$ cat src/rtl/sample_pulse_scheduler.sv
`default_nettype none
// ============================================================================
//  Module   : sample_pulse_scheduler
//  Purpose  : Round-robin arbiter sharing one sample-pulse one-shot among
//             N_REQ requesters. Drives the gate/trigger pins, tracks the returned
//             pulse through its rise and fall, then acks the owner. A pulse that
//             never starts or never ends is aborted and flagged as a fault.
//  Revision : 1.0 - initial release
// ============================================================================
module sample_pulse_scheduler #(
    parameter int N_REQ    = 4,
    parameter int START_TO = 6,
    parameter int WIDTH_TO = 8,
    parameter int GAP      = 2
) (
    input  logic             x,
    input  logic             reset_n,
    input  logic [N_REQ-1:0] req,
    output logic [N_REQ-1:0] grant,
    output logic [N_REQ-1:0] ack,
    output logic             fault,
    output logic             busy,
    output logic             gate_c,
    output logic             trig_b,
    input  logic             pulse_in
);

    // Pointer width and timer width; the timer also counts the recovery gap,
    // so its range covers GAP as well as both timeouts.
    localparam int c_PW   = (N_REQ > 1) ? $clog2(N_REQ) : 1;
    localparam int c_TM0  = (START_TO > WIDTH_TO) ? START_TO : WIDTH_TO;
    localparam int c_TMAX = (c_TM0 > GAP) ? c_TM0 : GAP;
    localparam int c_TW   = $clog2(c_TMAX + 1);

    localparam logic [c_TW-1:0] c_START_LAST = c_TW'(START_TO - 1);
    localparam logic [c_TW-1:0] c_WIDTH_LAST = c_TW'(WIDTH_TO - 1);
    localparam logic [c_TW-1:0] c_GAP_LAST   = c_TW'((GAP > 0) ? GAP - 1 : 0);
    localparam logic [c_TW-1:0] c_TIMER_SAT  = {c_TW{1'b1}};
    localparam logic [c_PW-1:0] c_LAST_REQ   = c_PW'(N_REQ - 1);
    localparam logic [c_PW:0]   c_NREQ_EXT   = (c_PW + 1)'(N_REQ);

    typedef enum logic [2:0] {
        ST_IDLE    = 3'd0,
        ST_ARM     = 3'd1,
        ST_WAIT_LO = 3'd2,
        ST_DONE    = 3'd3,
        ST_RECOVER = 3'd4
    } state_t;

    state_t           r_state, w_state_nxt;
    logic [c_TW-1:0]  r_timer, w_timer_nxt, w_timer_inc;
    logic [c_PW-1:0]  r_rr, w_rr_nxt, w_rr_inc, w_win;
    logic [c_PW:0]    w_idx;
    logic             w_found;
    logic [N_REQ-1:0] w_win_oh;
    logic [N_REQ-1:0] r_grant, w_grant_nxt;
    logic [N_REQ-1:0] r_ack, w_ack_nxt;
    logic             r_fault, w_fault_nxt;
    logic             r_busy, w_busy_nxt;
    logic             r_gate, w_gate_nxt;
    logic             r_trig, w_trig_nxt;

    // Round-robin pick: first asserted request at or after the pointer, wrapping.
    always_comb begin
        w_found = 1'b0;
        w_win   = r_rr;
        w_idx   = '0;
        for (int k = 0; k < N_REQ; k++) begin
            w_idx = {1'b0, r_rr} + (c_PW + 1)'(k);
            if (w_idx >= c_NREQ_EXT) begin
                w_idx = w_idx - c_NREQ_EXT;
            end
            if (!w_found && req[w_idx[c_PW-1:0]]) begin
                w_found = 1'b1;
                w_win   = w_idx[c_PW-1:0];
            end
        end
    end

    // Winner decode, pointer advance and saturating timer increment.
    always_comb begin
        w_win_oh        = '0;
        w_win_oh[w_win] = 1'b1;
        w_rr_inc        = (w_win == c_LAST_REQ) ? '0 : w_win + c_PW'(1);
        w_timer_inc     = (r_timer == c_TIMER_SAT) ? r_timer : r_timer + c_TW'(1);
    end

    // Next-state and next-output logic; every output is the registered image
    // of the state being entered, so gate/trig drop on the same edge as the rise.
    always_comb begin
        w_state_nxt = r_state;
        w_timer_nxt = r_timer;
        w_rr_nxt    = r_rr;
        w_grant_nxt = r_grant;
        w_ack_nxt   = '0;
        w_fault_nxt = 1'b0;
        w_gate_nxt  = 1'b0;
        w_trig_nxt  = 1'b0;
        case (r_state)
            ST_IDLE: begin
                if (w_found) begin
                    w_state_nxt = ST_ARM;
                    w_grant_nxt = w_win_oh;
                    w_rr_nxt    = w_rr_inc;
                    w_timer_nxt = '0;
                    w_gate_nxt  = 1'b1;
                    w_trig_nxt  = 1'b1;
                end
            end
            ST_ARM: begin
                // A pulse already high on entry counts as the rise.
                if (pulse_in) begin
                    w_state_nxt = ST_WAIT_LO;
                    w_timer_nxt = '0;
                end else if (r_timer == c_START_LAST) begin
                    w_state_nxt = ST_DONE;
                    w_ack_nxt   = r_grant;
                    w_fault_nxt = 1'b1;
                end else begin
                    w_timer_nxt = w_timer_inc;
                    w_gate_nxt  = 1'b1;
                    w_trig_nxt  = 1'b1;
                end
            end
            ST_WAIT_LO: begin
                if (!pulse_in) begin
                    w_state_nxt = ST_DONE;
                    w_ack_nxt   = r_grant;
                end else if (r_timer == c_WIDTH_LAST) begin
                    w_state_nxt = ST_DONE;
                    w_ack_nxt   = r_grant;
                    w_fault_nxt = 1'b1;
                end else begin
                    w_timer_nxt = w_timer_inc;
                end
            end
            ST_DONE: begin
                w_grant_nxt = '0;
                w_timer_nxt = '0;
                w_state_nxt = (GAP > 0) ? ST_RECOVER : ST_IDLE;
            end
            ST_RECOVER: begin
                if (r_timer == c_GAP_LAST) begin
                    w_state_nxt = ST_IDLE;
                end else begin
                    w_timer_nxt = w_timer_inc;
                end
            end
            default: begin
                w_state_nxt = ST_IDLE;
                w_grant_nxt = '0;
                w_timer_nxt = '0;
            end
        endcase
        w_busy_nxt = (w_state_nxt != ST_IDLE);
    end

    // State and output registers; reset abandons any pulse in flight without an ack.
    always_ff @(posedge x or negedge reset_n) begin
        if (!reset_n) begin
            r_state <= ST_IDLE;
            r_timer <= '0;
            r_rr    <= '0;
            r_grant <= '0;
            r_ack   <= '0;
            r_fault <= 1'b0;
            r_busy  <= 1'b0;
            r_gate  <= 1'b0;
            r_trig  <= 1'b0;
        end else begin
            r_state <= w_state_nxt;
            r_timer <= w_timer_nxt;
            r_rr    <= w_rr_nxt;
            r_grant <= w_grant_nxt;
            r_ack   <= w_ack_nxt;
            r_fault <= w_fault_nxt;
            r_busy  <= w_busy_nxt;
            r_gate  <= w_gate_nxt;
            r_trig  <= w_trig_nxt;
        end
    end

    assign grant  = r_grant;
    assign ack    = r_ack;
    assign fault  = r_fault;
    assign busy   = r_busy;
    assign gate_c = r_gate;
    assign trig_b = r_trig;

endmodule
`default_nettype wire

$ cat config.mk
export PLATFORM = sky130hd
export DESIGN_NAME = sample_pulse_scheduler
export DESIGN_NICKNAME = d
export VERILOG_FILES = /design/src/rtl/sample_pulse_scheduler.sv
export SDC_FILE = /design/constraint.sdc
export NUM_CORES = 1
export LEC_CHECK = 0
export BUFFER_PORTS_ARGS = -buffer_cell sky130_fd_sc_hd__buf_4
export CORE_MARGIN = 2
export CORE_UTILIZATION = 50
export DETAILED_ROUTE_END_ITERATION = 8
export GPL_TIMING_DRIVEN = 1
export PLACE_DENSITY = 0.74
export SYNTH_ARGS = -nofsm -noshare
export SYNTH_HDL_FRONTEND = slang
export SYNTH_SLANG_ARGS = --single-unit
$ cat constraint.sdc
create_clock -name x -period 1.7 [get_ports x]
set_input_delay 0.085 -clock x [delete_from_list [all_inputs] [get_ports x]]
set_output_delay 0.085 -clock x [all_outputs]
set_load 0.03 [all_outputs]
==> impl_metrics.toml <==
[run_status]
status = "finished, violations left"
failed_checks = "negative setup slack"

[route]
drt_iter0_drc = 21
wl_per_cell_um = 14.5
vias_per_cell = 5.75
drc = 0
ant_nets = 0
num_vias = 1133
wl_um = 2860
drt_first_pass_iters = 4

[sta]
fin_crit_ps = 1750
fin_crit_sh = 1.03
clock_skew_ps = 2.70
fmax_mhz = 571
timing.final.ws_setup_ps = -52.6
setup_viol = 4
hold_viol = 0
tightest_slew_ps = 442
fin_tns_setup_ps = -176
holdWs_ps = 32.3
grt_setup_unrepaired = "yes"
max-slew-margin-rel = 0.703
finalMaxSlewViolations = 0

[grt]
grt_pass1_wl_um = 4640
overflow = 0
grt_usage = 0.215
grt_max_degree = 21
grt_pass1_vias = 1055
antenna_found_initial = 0

[floorplanning]
die_width_um = 54.4
rows = 18
die_area_um2 = 2960
die_h_um = 54.4
initial_core_util = 0.522
core-area_um2 = 2430
num_io_pins = 19

[cts]
cts_tree = "done"
clkSinkCount = 20
max-clock-path-buffers = 2
cts_root_buf = "clkbuf_4"
clkTransAtPathRegs_ps = 120
insertion_delay_ps = 300
cts_max_level = 1
cts_buffers = 3

[placement]
post-dp-hpwl_um = 2120
dpl_cell_area_um2 = 1510
routabilityCongestion = 0.890
dp_worst_setup_slack_ps = -88.7
port_buffers = 18
dpl.cell_count = 191

[worst_setup_path]
startpoint_type = "flop"
path_class = "flop to flop"
path_max_fanout = 5
endpoint_kind = "flop"
cp_data_required_time_ps = 1900
cpMaxStageDelayCell = "dfrtp_1"
crit_arrival_ps = 1960
max_stage_delay_ps = 460
cp_cell_sequence = "nor2b_2, a21oi_1, o211ai_1, inv_1, ha_2, a31oi_1, a2bb2oi_1, o21ai_1"

[cells_and_area]
ff_latch_area_um2 = 500
final_core_util = 0.676
nFillCells = 185
layout-drive-gt1-share = 0.371
fin_cells = 197
multiInputGateArea_um2 = 778
finalNetCount = 181
num_antenna_cells = 0
syn_to_final_growth_pct = 29.5
finalInstanceArea_um2 = 1640

[run]
maxCapViolations = 0

[logic_synthesis]
ys.warnings.count = 0
synthCells = 136
synth.net_count = 149
syn_avg_cell_area_um2 = 9.34
yosysTopAreaCellShare = 0.394
ys_seq_area_frac = 0.394
yosysTopAreaCell = "dfrtp_1"
synth_area_um2 = 1270
ys_ff_latch = 20
synthTopCellsByArea = "dfrtp_1, ha_1, a2bb2oi_1"
ys_types = 40

[hold_path]
hold_path_class = "input pin to flop"

[power]
powerDensity_nw_per_um2 = 1610
ir_drop_mv = 1.07
power_leakage_nw = 0.726
power_mw = 2.64
path summary, 6_finish.rpt:
check                          from         end  slack [ps]  cells after the start
max                         r_rr[0]    grant[3]         -50                      8
min                        pulse_in  r_state[0]          30                      2
max reg2reg                 r_rr[0]    grant[3]         -50                      8
min reg2reg                grant[0]    grant[0]         570                      2
max in group asynchronous   reset_n  r_timer[1]        1320                      2
min in group asynchronous   reset_n      ack[2]         170                      2
cell families after synthesis:
| family | Yosys count | share of synthesized area |
|---|---|---|
| DFF | 20 | 0.394 |
| and+or+nand+nor | 52 | 0.252 |
| xor gates and xnor gates | 1 | 0.00690 |
| muxes | 2 | 0.0177 |
| adders and majority gates | 6 | 0.0591 |
| buffers and inverters | 15 | 0.0562 |
| AOI/OAI and AO/OA | 40 | 0.214 |
power breakdown:
group	switching, mW	internal [mW]	leakage, nW
registers	0.140	0.622	0.261
clock network	0.153	0.131	0.0210
logic	0.848	0.751	0.444
critical path, delay by kind of cell (launching register included):
| family | cells | cell delay [ps] |
|---|---|---|
| adder cells (fa/ha/maj) | 1 | 200 |
| AND/OR/NAND/NOR | 1 | 150 |
| buffers and inverters | 1 | 110 |
| flip-flops | 1 | 460 |
| AO/OA/AOI/OAI | 5 | 740 |
cell type report:
| class | count | area share |
|---|---|---|
| Clock buffer | 4 | 0.0221 |
| Inverter | 8 | 0.0183 |
| Multi-Input combinational cell | 101 | 0.473 |
| Sequential cell | 20 | 0.304 |
| Tap cell | 30 | 0.0228 |
| Timing Repair Buffer | 34 | 0.159 |
state kept, by name, indices dropped and copies added (netlist names):
name / flops
ack: 4
busy: 1
fault: 1
grant: 4
r_rr: 2
r_state: 3
r_timer: 4
trig_b: 1
layout by cell type, fill, tap and decap left out, types with 2 or more instances in the layout:
master      n
nor2_1      4
and2_1      8
o21ai_0     4
o211ai_1    2
a21oi_1     5
nand2b_1    3
nand2_1     7
ha_4        2
mux2_2      2
ha_2        4
inv_1       6
nand3_1     7
nor2b_2     2
o21ai_1     6
a31oi_1     4
nand3b_1    2
a2bb2oi_1   7
nor3_1      3
buf_4      32
clkbuf_4    3
nor2b_1     3
inv_2       2
and3b_1     2
dfrtp_1    20
nor4_1      2
cell usage after synthesis:
library cell,number
or3_1,1
o21ai_2,1
nor2b_1,5
dfrtp_1,20
ha_1,6
buf_2,3
nand3_1,7
nor4b_1,1
nor2_1,4
o21ai_0,10
and3b_1,2
mux2_2,2
a2bb2oi_1,7
a211oi_1,1
nand2_1,7
nand3b_1,2
nor4bb_1,1
a21oi_1,6
and2_1,8
nand2b_1,3
inv_1,8
o311ai_2,1
or4_4,1
a21boi_0,1
or4b_4,1
a211o_1,1
a31oi_1,5
or3b_2,2
or4b_1,1
o211ai_1,2
o22ai_1,3
nor4_1,2
clkbuf_1,2
o22a_1,1
xnor2_1,1
o31ai_1,1
or2_2,1
nor3_1,3
buf_4,1
buf_6,1
per-layer routing:
layer	share of wire	global-route usage	up-vias
met4	0.024	0.108	0
li1	-	-	558
met5	0	0	-
met3	0.023	0.0273	8
met2	0.50	0.351	21
met1	0.45	0.279	546
timing repair:
item	CTS	global route
hold endpoints to repair	20	0
pin swaps	5	9
buffers inserted	0	1
resized for setup	5	21
hold buffers	1	0
setup endpoints to repair	9	14
gates cloned	0	0
(Power assumes the default switching activity.)
